**src/rtl/alu_cmd_queue_if.sv**
```systemverilog
// rtl/alu_cmd_queue_if.sv - producer/consumer handshake bundle for the ALU command queue
interface alu_cmd_queue_if #(
    parameter int DEPTH = 4,
    parameter int OP_W  = 3,
    parameter int D_W   = 4
);
    localparam int CNT_W = $clog2(DEPTH) + 1;

    logic             in_valid;
    logic             in_ready;
    logic [OP_W-1:0]  in_op;
    logic [D_W-1:0]   in_a;
    logic [D_W-1:0]   in_b;
    logic             out_valid;
    logic             out_ready;
    logic [OP_W-1:0]  out_op;
    logic [D_W-1:0]   out_a;
    logic [D_W-1:0]   out_b;
    logic [CNT_W-1:0] count;
    logic             ovf;

    // Queue side: accepts commands, presents the head, reports status
    modport slave (
        input  in_valid, in_op, in_a, in_b, out_ready,
        output in_ready, out_valid, out_op, out_a, out_b, count, ovf
    );

    // Environment side: producer plus ALU consumer
    modport master (
        output in_valid, in_op, in_a, in_b, out_ready,
        input  in_ready, out_valid, out_op, out_a, out_b, count, ovf
    );
endinterface

```
**src/rtl/alu_cmd_queue.sv**
```systemverilog
// rtl/alu_cmd_queue.sv - in-order ALU command buffer; ALU_CMD_QUEUE_OVF_EN adds a sticky overflow flag
module alu_cmd_queue #(
    parameter int DEPTH = 4,
    parameter int OP_W  = 3,
    parameter int D_W   = 4
) (
    input  logic            clk,
    input  logic            rst,
    alu_cmd_queue_if.slave  bus
);
    localparam int PTR_W = $clog2(DEPTH);
    localparam int CNT_W = PTR_W + 1;
    localparam int E_W   = OP_W + 2 * D_W;

    logic [E_W-1:0]   mem_q [DEPTH];
    logic [PTR_W-1:0] wr_ptr_q, wr_ptr_d;
    logic [PTR_W-1:0] rd_ptr_q, rd_ptr_d;
    logic [CNT_W-1:0] count_q, count_d;
    logic             full, empty, push, pop;
    logic [E_W-1:0]   head;

    // in_ready depends only on stored count, so there is no path from out_ready
    assign full  = (count_q == CNT_W'(DEPTH));
    assign empty = (count_q == '0);
    assign push  = bus.in_valid & ~full;
    assign pop   = ~empty & bus.out_ready;

    // Next-state for pointers and occupancy; pointers wrap naturally as DEPTH is a power of 2
    always_comb begin
        wr_ptr_d = wr_ptr_q;
        rd_ptr_d = rd_ptr_q;
        count_d  = count_q;
        if (push) wr_ptr_d = wr_ptr_q + PTR_W'(1);
        if (pop)  rd_ptr_d = rd_ptr_q + PTR_W'(1);
        if (push && !pop)      count_d = count_q + CNT_W'(1);
        else if (pop && !push) count_d = count_q - CNT_W'(1);
    end

    // Pointer and count registers; reset discards everything queued
    always_ff @(posedge clk) begin
        if (rst) begin
            wr_ptr_q <= '0;
            rd_ptr_q <= '0;
            count_q  <= '0;
        end else begin
            wr_ptr_q <= wr_ptr_d;
            rd_ptr_q <= rd_ptr_d;
            count_q  <= count_d;
        end
    end

    // Storage write; contents are left stale on reset since count gates visibility
    always_ff @(posedge clk) begin
        if (!rst && push) mem_q[wr_ptr_q] <= {bus.in_op, bus.in_a, bus.in_b};
    end

    assign head          = empty ? '0 : mem_q[rd_ptr_q];
    assign bus.out_op    = head[E_W-1 -: OP_W];
    assign bus.out_a     = head[2*D_W-1 -: D_W];
    assign bus.out_b     = head[D_W-1:0];
    assign bus.out_valid = ~empty;
    assign bus.in_ready  = ~full;
    assign bus.count     = count_q;

`ifdef ALU_CMD_QUEUE_OVF_EN
    logic ovf_q;

    // Sticky record of any offer refused because the queue was full
    always_ff @(posedge clk) begin
        if (rst)                        ovf_q <= 1'b0;
        else if (bus.in_valid && full)  ovf_q <= 1'b1;
    end

    assign bus.ovf = ovf_q;
`else
    assign bus.ovf = 1'b0;
`endif
endmodule

```
**src/flat_wrapper.sv**
```systemverilog
// flat-port wrapper written by rule: the top's interface ports become plain ports
module alu_cmd_queue_flat 
#(
    parameter int DEPTH = 4,
    parameter int OP_W  = 3,
    parameter int D_W   = 4
)
  (clk, rst, bus_in_valid, bus_in_op, bus_in_a, bus_in_b, bus_out_ready, bus_in_ready, bus_out_valid, bus_out_op, bus_out_a, bus_out_b, bus_count, bus_ovf);
  alu_cmd_queue_if #(.DEPTH(DEPTH), .OP_W(OP_W), .D_W(D_W)) bus_i ();
  input  logic clk;
  input  logic rst;
  input wire logic [$bits(bus_i.in_valid)-1:0] bus_in_valid;
  input wire logic [$bits(bus_i.in_op)-1:0] bus_in_op;
  input wire logic [$bits(bus_i.in_a)-1:0] bus_in_a;
  input wire logic [$bits(bus_i.in_b)-1:0] bus_in_b;
  input wire logic [$bits(bus_i.out_ready)-1:0] bus_out_ready;
  output wire logic [$bits(bus_i.in_ready)-1:0] bus_in_ready;
  output wire logic [$bits(bus_i.out_valid)-1:0] bus_out_valid;
  output wire logic [$bits(bus_i.out_op)-1:0] bus_out_op;
  output wire logic [$bits(bus_i.out_a)-1:0] bus_out_a;
  output wire logic [$bits(bus_i.out_b)-1:0] bus_out_b;
  output wire logic [$bits(bus_i.count)-1:0] bus_count;
  output wire logic [$bits(bus_i.ovf)-1:0] bus_ovf;
  assign bus_i.in_valid = bus_in_valid;
  assign bus_i.in_op = bus_in_op;
  assign bus_i.in_a = bus_in_a;
  assign bus_i.in_b = bus_in_b;
  assign bus_i.out_ready = bus_out_ready;
  assign bus_in_ready = bus_i.in_ready;
  assign bus_out_valid = bus_i.out_valid;
  assign bus_out_op = bus_i.out_op;
  assign bus_out_a = bus_i.out_a;
  assign bus_out_b = bus_i.out_b;
  assign bus_count = bus_i.count;
  assign bus_ovf = bus_i.ovf;
  alu_cmd_queue #(.DEPTH(DEPTH), .OP_W(OP_W), .D_W(D_W)) u_core (.clk(clk), .rst(rst), .bus(bus_i));
endmodule
```
**config.mk**
```make
export PLATFORM = sky130hd
export DESIGN_NAME = alu_cmd_queue_flat
export DESIGN_NICKNAME = d
export VERILOG_FILES = /design/src/rtl/alu_cmd_queue_if.sv /design/src/rtl/alu_cmd_queue.sv /design/src/flat_wrapper.sv
export SDC_FILE = /design/constraint.sdc
export NUM_CORES = 1
export LEC_CHECK = 0
export CAP_MARGIN = 10
export CORE_ASPECT_RATIO = 1.75
export CORE_UTILIZATION = 30
export DETAILED_ROUTE_END_ITERATION = 10
export PLACE_DENSITY_LB_ADDON = 0.1
export SLEW_MARGIN = 15
export SYNTH_ARGS = -nofsm -noshare
export SYNTH_HDL_FRONTEND = slang
export SYNTH_SLANG_ARGS = --single-unit
```
**constraint.sdc**
```tcl
create_clock -name clk -period 2.3 [get_ports clk]
set_input_delay 0.23 -clock clk [delete_from_list [all_inputs] [get_ports clk]]
set_output_delay 0.23 -clock clk [all_outputs]
set_load 0.01 [all_outputs]
```
==> qor.yml, run 1 <==
worst_hold_path:
  worstHoldPathType: "flop to flop"
  hp-start: "u_core.rd_ptr_q[1]$_SDFFE_PP0P_"
sta:
  finalHoldViolCount: 0
  finalSetupTns_ns: 0
  fin_crit_sh: 0.945
  min_period_ns: 2.17
  setup-violations-final: 0
  fmax_mhz: 460
  layout_setup_ws_ns: 0.127
  fin_skew_ns: 0.00456
  slew_viol_final: 0
  grt_setup_unrepaired: "no"
power_and_ir_drop:
  total_power_mw: 3.14
  power_density_mw_per_mm2: 1130
  leakagePower_nw: 0.937
  vdd_drop_max_v: 0.000676
layout:
  drive_above_1_share: 0.204
  n_antenna_cell: 0
  fill_cells: 653
  final_core_util: 0.401
  area_delta_synth_final_pct: 28.8
  stdcell_count: 246
  final_nets: 182
logic_synthesis:
  ys_warn_count: 0
  syn_area_per_cell_um2: 17.7
  synth_cells: 121
  synth.area.top_cells: "edfxtp_1 (62%), mux4_2 (12%), dfxtp_1 (8.4%)"
  syn_area_mm2: 0.00215
  synth_top_area_cell: "edfxtp_1"
  synthArstFlopShare: 0
  seq_area_frac_synth: 0.699
  yosys_most_used_dff: "edfxtp_1"
  synth_edf_count: 44
  synthesis.nets: 142
  synth.top_cell.area_share: 0.615
  ys_ff_latch: 53
  yosysUniqueCellTypes: 25
grt:
  grt_pass1_vias: 1223
  grt_pass1_wl_mm: 6.40
  grt-ovfl-total: 0
  grt_usage: 0.123
  grt_max_degree: 16
  antenna_found_initial: 0
floorplan:
  die_h_um: 114
  dieArea_mm2: 0.00751
  io_pins: 32
  initial_core_util: 0.311
  fp.dieW_um: 66.0
  fp.coreArea_mm2: 0.00691
  rows: 40
clocking:
  hold_buffers: 0
  cts.root.buffer_cell: "clkbuf_16"
  tritoncts: "built"
  cts_buffer_depth: 2
  clock_latency_ns: 0.29
  numCtsBuffers: 5
  clkSlewWorstSetupHoldPaths_ns: 0.06
  htreeDepth: 2
  cts_setup_buffers: 0
  cts.sinks: 53
job:
  max_cap_viol_count: 0
run_status:
  run_status: "finished clean"
place:
  dp_hpwl_mm: 2.69
  dp_cells: 238
  pre_cts_slack_ns: 0.0538
  gp_congestion: 0.671
  io_buffer_count: 30
detailed_routing:
  routed_wl_mm: 4.02
  vias: 1142
  wl_per_cell_um: 16.3
  dr.pass1.iters: 4
  drt.antenna.violating_nets: 0
  drc: 0
  first_iter_violations: 41
  via_per_inst: 4.64
critical_path:
  crit_type: "flop to output pin"
  crit_path_max_fanout: 8
  cp.arrival_ns: 1.94
  r2r-start: "u_core.bus.count[1]$_SDFFE_PP0P_"
  crit_path_end_kind: "output pin"
  crit_path_start_kind: "flop"
  required_ns: 2.07
[worst paths after layout]
| path | end | slack (ns) | cells after the start |
|---|---|---|---|
| worst max register to register | u_core.bus.count[2]$_SDFFE_PP0P_ | 0.16 | 9 |
| worst min register to register | flop | 0.50 | 2 |
| worst min-delay path | flop | 0.50 | 2 |
| worst max-delay path | bus_out_a[3] | 0.13 | 4 |
[timing repair]
item	CTS	global route
gates resized for setup	0	3
hold endpoints to repair	0	0
setup endpoints to repair	0	6
[Yosys cell counts, types with 2 or more instances]
cell,number
xor2_1,3
mux4_2,11
or3_1,2
nand2b_1,2
dfxtp_1,9
buf_4,2
mux2i_1,2
a21oi_1,2
clkbuf_1,3
ha_1,5
nor3b_1,4
nor2b_1,11
inv_1,4
edfxtp_1,44
o21ai_0,2
nor2_1,6
[cell type report]
| class | instances | area (um2) | share of cell area |
|---|---|---|---|
| flip-flops and latches | 53 | 1500 | 0.543 |
| clock inverters | 1 | 5.00 | 0.00181 |
| clock buffers | 7 | 153 | 0.0552 |
| multi-input cells | 58 | 606 | 0.219 |
| well taps | 84 | 105 | 0.0380 |
| inverters | 5 | 18.8 | 0.00678 |
| repair buffers | 38 | 377 | 0.136 |
[layer usage]
metal	track usage	wire length [um]	up-vias
met2	0.219	2240	26
li1	-	-	532
met4	0.0553	62	0
met5	0	0	-
met1	0.128	1560	580
met3	0.0400	152	4
[sequential cells by signal (all words and copies together) (netlist names), named ones only]
name / flops
u_core.mem_q: 44
u_core.bus.count: 3
u_core.rd_ptr_q: 2
u_core.wr_ptr_q: 2
[placed cells by master, fill, tap and decap left out, drive strengths merged]
cell type,n
mux2i,2
clkinv,1
or3b,1
fa,1
o21ai,2
or3,2
mux4,11
nor2b,11
clkdlybuf4s50,30
dfxtp,9
inv,5
nor3b,4
ha,5
nand2,2
a21oi,2
nor3,1
nor2,6
conb,1
o31ai,1
xor2,3
buf,8
mux2,1
clkbuf,7
edfxtp,44
nand2b,2
[worst max-delay path, cell delays in order, from the launching register on]
cell             delay, ns
dfxtp_1               0.34
buf_6                 0.18
mux4_2                0.51
nor2b_1               0.14
clkdlybuf4s50_1       0.48
[cell families after synthesis]
group                    Yosys count  synth area share
AO/OA/AOI/OAI                      5            0.0128
XOR/XNOR                           3            0.0122
adder cells (fa/ha/maj)            6            0.0385
buffers and inverters             10            0.0210
flip-flops                        53             0.699
multiplexers                      14             0.132
other                              1           0.00175
AND/OR/NAND/NOR                   29            0.0827
[where the power goes]
part | switching, mW | internal [mW] | total, mW
Clock | 0.307 | 0.461 | 0.768
Sequential | 0.0802 | 1.14 | 1.22
Combinational | 0.503 | 0.644 | 1.15
[metrics by stage]
step                area (um2)  hold WS, ns
finish                    2770        0.499
global route              2770        0.541
CTS                       2760        0.504
detailed placement        2600        0.495
global placement          2600        0.468
floorplan                 2150        0.329
No activity file was read; power rests on OpenSTA's default activity.
==> run 2: changes to the inputs <==
--- a/config.mk
+++ b/config.mk
@@ -7,7 +7,7 @@
 export LEC_CHECK = 0
 export CAP_MARGIN = 10
 export CORE_ASPECT_RATIO = 1.75
-export CORE_UTILIZATION = 30
+export CORE_UTILIZATION = 53
 export DETAILED_ROUTE_END_ITERATION = 10
 export PLACE_DENSITY_LB_ADDON = 0.1
 export SLEW_MARGIN = 15
==> run 2 against run 1 <==
Against the previous run: maximum frequency is essentially flat; clock skew grew 0.0012 ns; sequential power is essentially flat; worst hold slack gained 0.0066 ns; via count shrank 1.8%; utilization grew 28 points; sequential cell count is the same; critical path depth is the same; clock power shrank 36%; combinational power shrank 3%; critical path type unchanged; critical endpoint is now bus_out_a[2].
==> qor.yml, run 2 (synthesis gave the netlist of run 1 again) <==
run_status:
  run_status: "finished clean"
place:
  pre_cts_slack_ns: 0.0750
  place_area_mm2: 0.00253
  gp_congestion: 0.654
  io_buffer_count: 30
  dp_hpwl_mm: 2.42
layout:
  n_antenna_cell: 0
  drive_above_1_share: 0.193
  final_nets: 181
  area_delta_synth_final_pct: 22.6
  finalInstanceArea_mm2: 0.00263
  largest_reg_flops: 44
  fill_cells: 285
  mostFrequentLayoutCells: "edfxtp_1 (44), clkdlybuf4s50_1 (30), mux4_2 (11), nor2b_1 (11), dfxtp_1 (9)"
  layout_commonest_cell: "edfxtp_1"
  top_register: "u_core.mem_q"
clocking:
  cts.root.buffer_cell: "clkbuf_8"
  cts_resized: 0
  htreeDepth: 2
  numCtsBuffers: 5
  clkSlewWorstSetupHoldPaths_ns: 0.09
  clock_latency_ns: 0.30
  tritoncts: "built"
  cts.sinks: 53
  cts_setup_buffers: 0
  cts_buffer_depth: 2
  hold_buffers: 0
grt:
  grt-ovfl-total: 0
  grt_pass1_vias: 1214
  grt_usage: 0.184
  grt_max_degree: 17
  grt_pass1_wl_mm: 5.57
  antenna_found_initial: 0
critical_path:
  r2r-start: "u_core.bus.count[0]$_SDFFE_PP0P_"
  cp.arrival_ns: 1.94
  crit_path_max_fanout: 11
  required_ns: 2.07
  crit_path_start_kind: "flop"
  crit_path_end_kind: "output pin"
  reg2reg_slack_ns: 0.14
  crit_type: "flop to output pin"
  r2r_cells: 9
  reg2reg_to: "u_core.bus.count[2]$_SDFFE_PP0P_"
power_and_ir_drop:
  p_seq_frac: 0.432
  power_density_mw_per_mm2: 1070
  leakagePower_nw: 0.898
  p_clk_frac: 0.173
  vdd_drop_max_v: 0.000866
  switchingPower_mw: 0.836
  switching_share: 0.297
  power_frac_comb: 0.395
  intPower_mw: 1.98
detailed_routing:
  wl_per_cell_um: 16.5
  drt.antenna.violating_nets: 0
  vias: 1122
  drc: 0
  via_per_inst: 5.37
  routed_wl_mm: 3.46
  first_iter_violations: 23
  dr.pass1.iters: 4
sta:
  layout_setup_ws_ns: 0.126
  fin_crit_sh: 0.945
  min_period_ns: 2.17
  finalHoldViolCount: 0
  fmax_mhz: 460
  holdWs_ns: 0.506
  fin_skew_ns: 0.00576
  slew_viol_final: 0
  grt_setup_unrepaired: "no"
  finalSetupTns_ns: 0
  setup-violations-final: 0
worst_hold_path:
  hp-start: "u_core.rd_ptr_q[1]$_SDFFE_PP0P_"
  worstHoldPathType: "flop to flop"
  hold_depth: 2
job:
  max_cap_viol_count: 0
floorplan:
  die_h_um: 86.2
  fp.dieW_um: 50.1
  dieArea_mm2: 0.00432
  io_pins: 32
  fp.coreArea_mm2: 0.00387
  rows: 30
  initial_core_util: 0.555
run 2: power groups by stage:
stage               clock, mW  sequential [mW]  combinational [mW]
floorplan                   0             1.23               0.609
global placement            0             1.22                1.10
detailed placement          0             1.23                1.12
CTS                     0.508             1.21                1.13
global route            0.538             1.23                1.23
finish                  0.488             1.22                1.11
run 2: area by class of cell:
class                   count  area (um2)  share of cell area
clock buffers               5        68.8              0.0262
inverters                   5        18.8             0.00713
well taps                  48        60.1              0.0228
clock inverters             3        16.3             0.00618
repair buffers             37         360               0.137
multi-input cells          58         606               0.230
flip-flops and latches     53        1500               0.571
run 2: critical path: stages (launching register included):
cell             delay, ns
dfxtp_1               0.35
buf_8                 0.18
mux4_2                0.50
nor2b_1               0.14
clkdlybuf4s50_1       0.47
run 2: per-layer routing:
metal  GRT usage  vias to the layer above  wire length, um
met5           0                        -                0
met4      0.0857                        0               64
met3      0.0421                        6              105
met2       0.339                       28             2020
met1       0.191                      559             1270
li1            -                      529                -
run 2: worst max path at each step:
stage,slack (ns),start,cells after the start,end
3_5_place_dp,0.07,bus_in_valid,9,u_core.bus.count[2]$_SDFFE_PP0P_
2_1_floorplan,0.25,u_core.bus.count[0]$_SDFFE_PP0P_,3,u_core.mem_q[2][0]$_DFFE_PP_
5_1_grt,0.001,flop,4,bus_out_a[2]
3_3_place_gp,0.17,bus_in_valid,9,u_core.bus.count[2]$_SDFFE_PP0P_
6_report,0.13,flop,4,bus_out_a[2]
4_1_cts,0.04,flop,4,bus_out_a[2]
run 2: metrics by stage:
step	util	power (mW)	instances
finish	0.681	2.82	209
global placement	0.655	2.32	201
global route	0.681	2.99	209
CTS	0.677	2.84	209
detailed placement	0.655	2.35	201
floorplan	-	1.84	121
==> run 3: changes to the inputs <==
--- a/config.mk
+++ b/config.mk
@@ -10,7 +10,7 @@
 export CORE_UTILIZATION = 53
 export DETAILED_ROUTE_END_ITERATION = 10
 export PLACE_DENSITY_LB_ADDON = 0.1
-export SLEW_MARGIN = 15
+export SLEW_MARGIN = 10
 export SYNTH_ARGS = -nofsm -noshare
 export SYNTH_HDL_FRONTEND = slang
 export SYNTH_SLANG_ARGS = --single-unit
==> results of run 3 <==
Same layout as run 2: the final DEF is identical, and so are final timing and power.
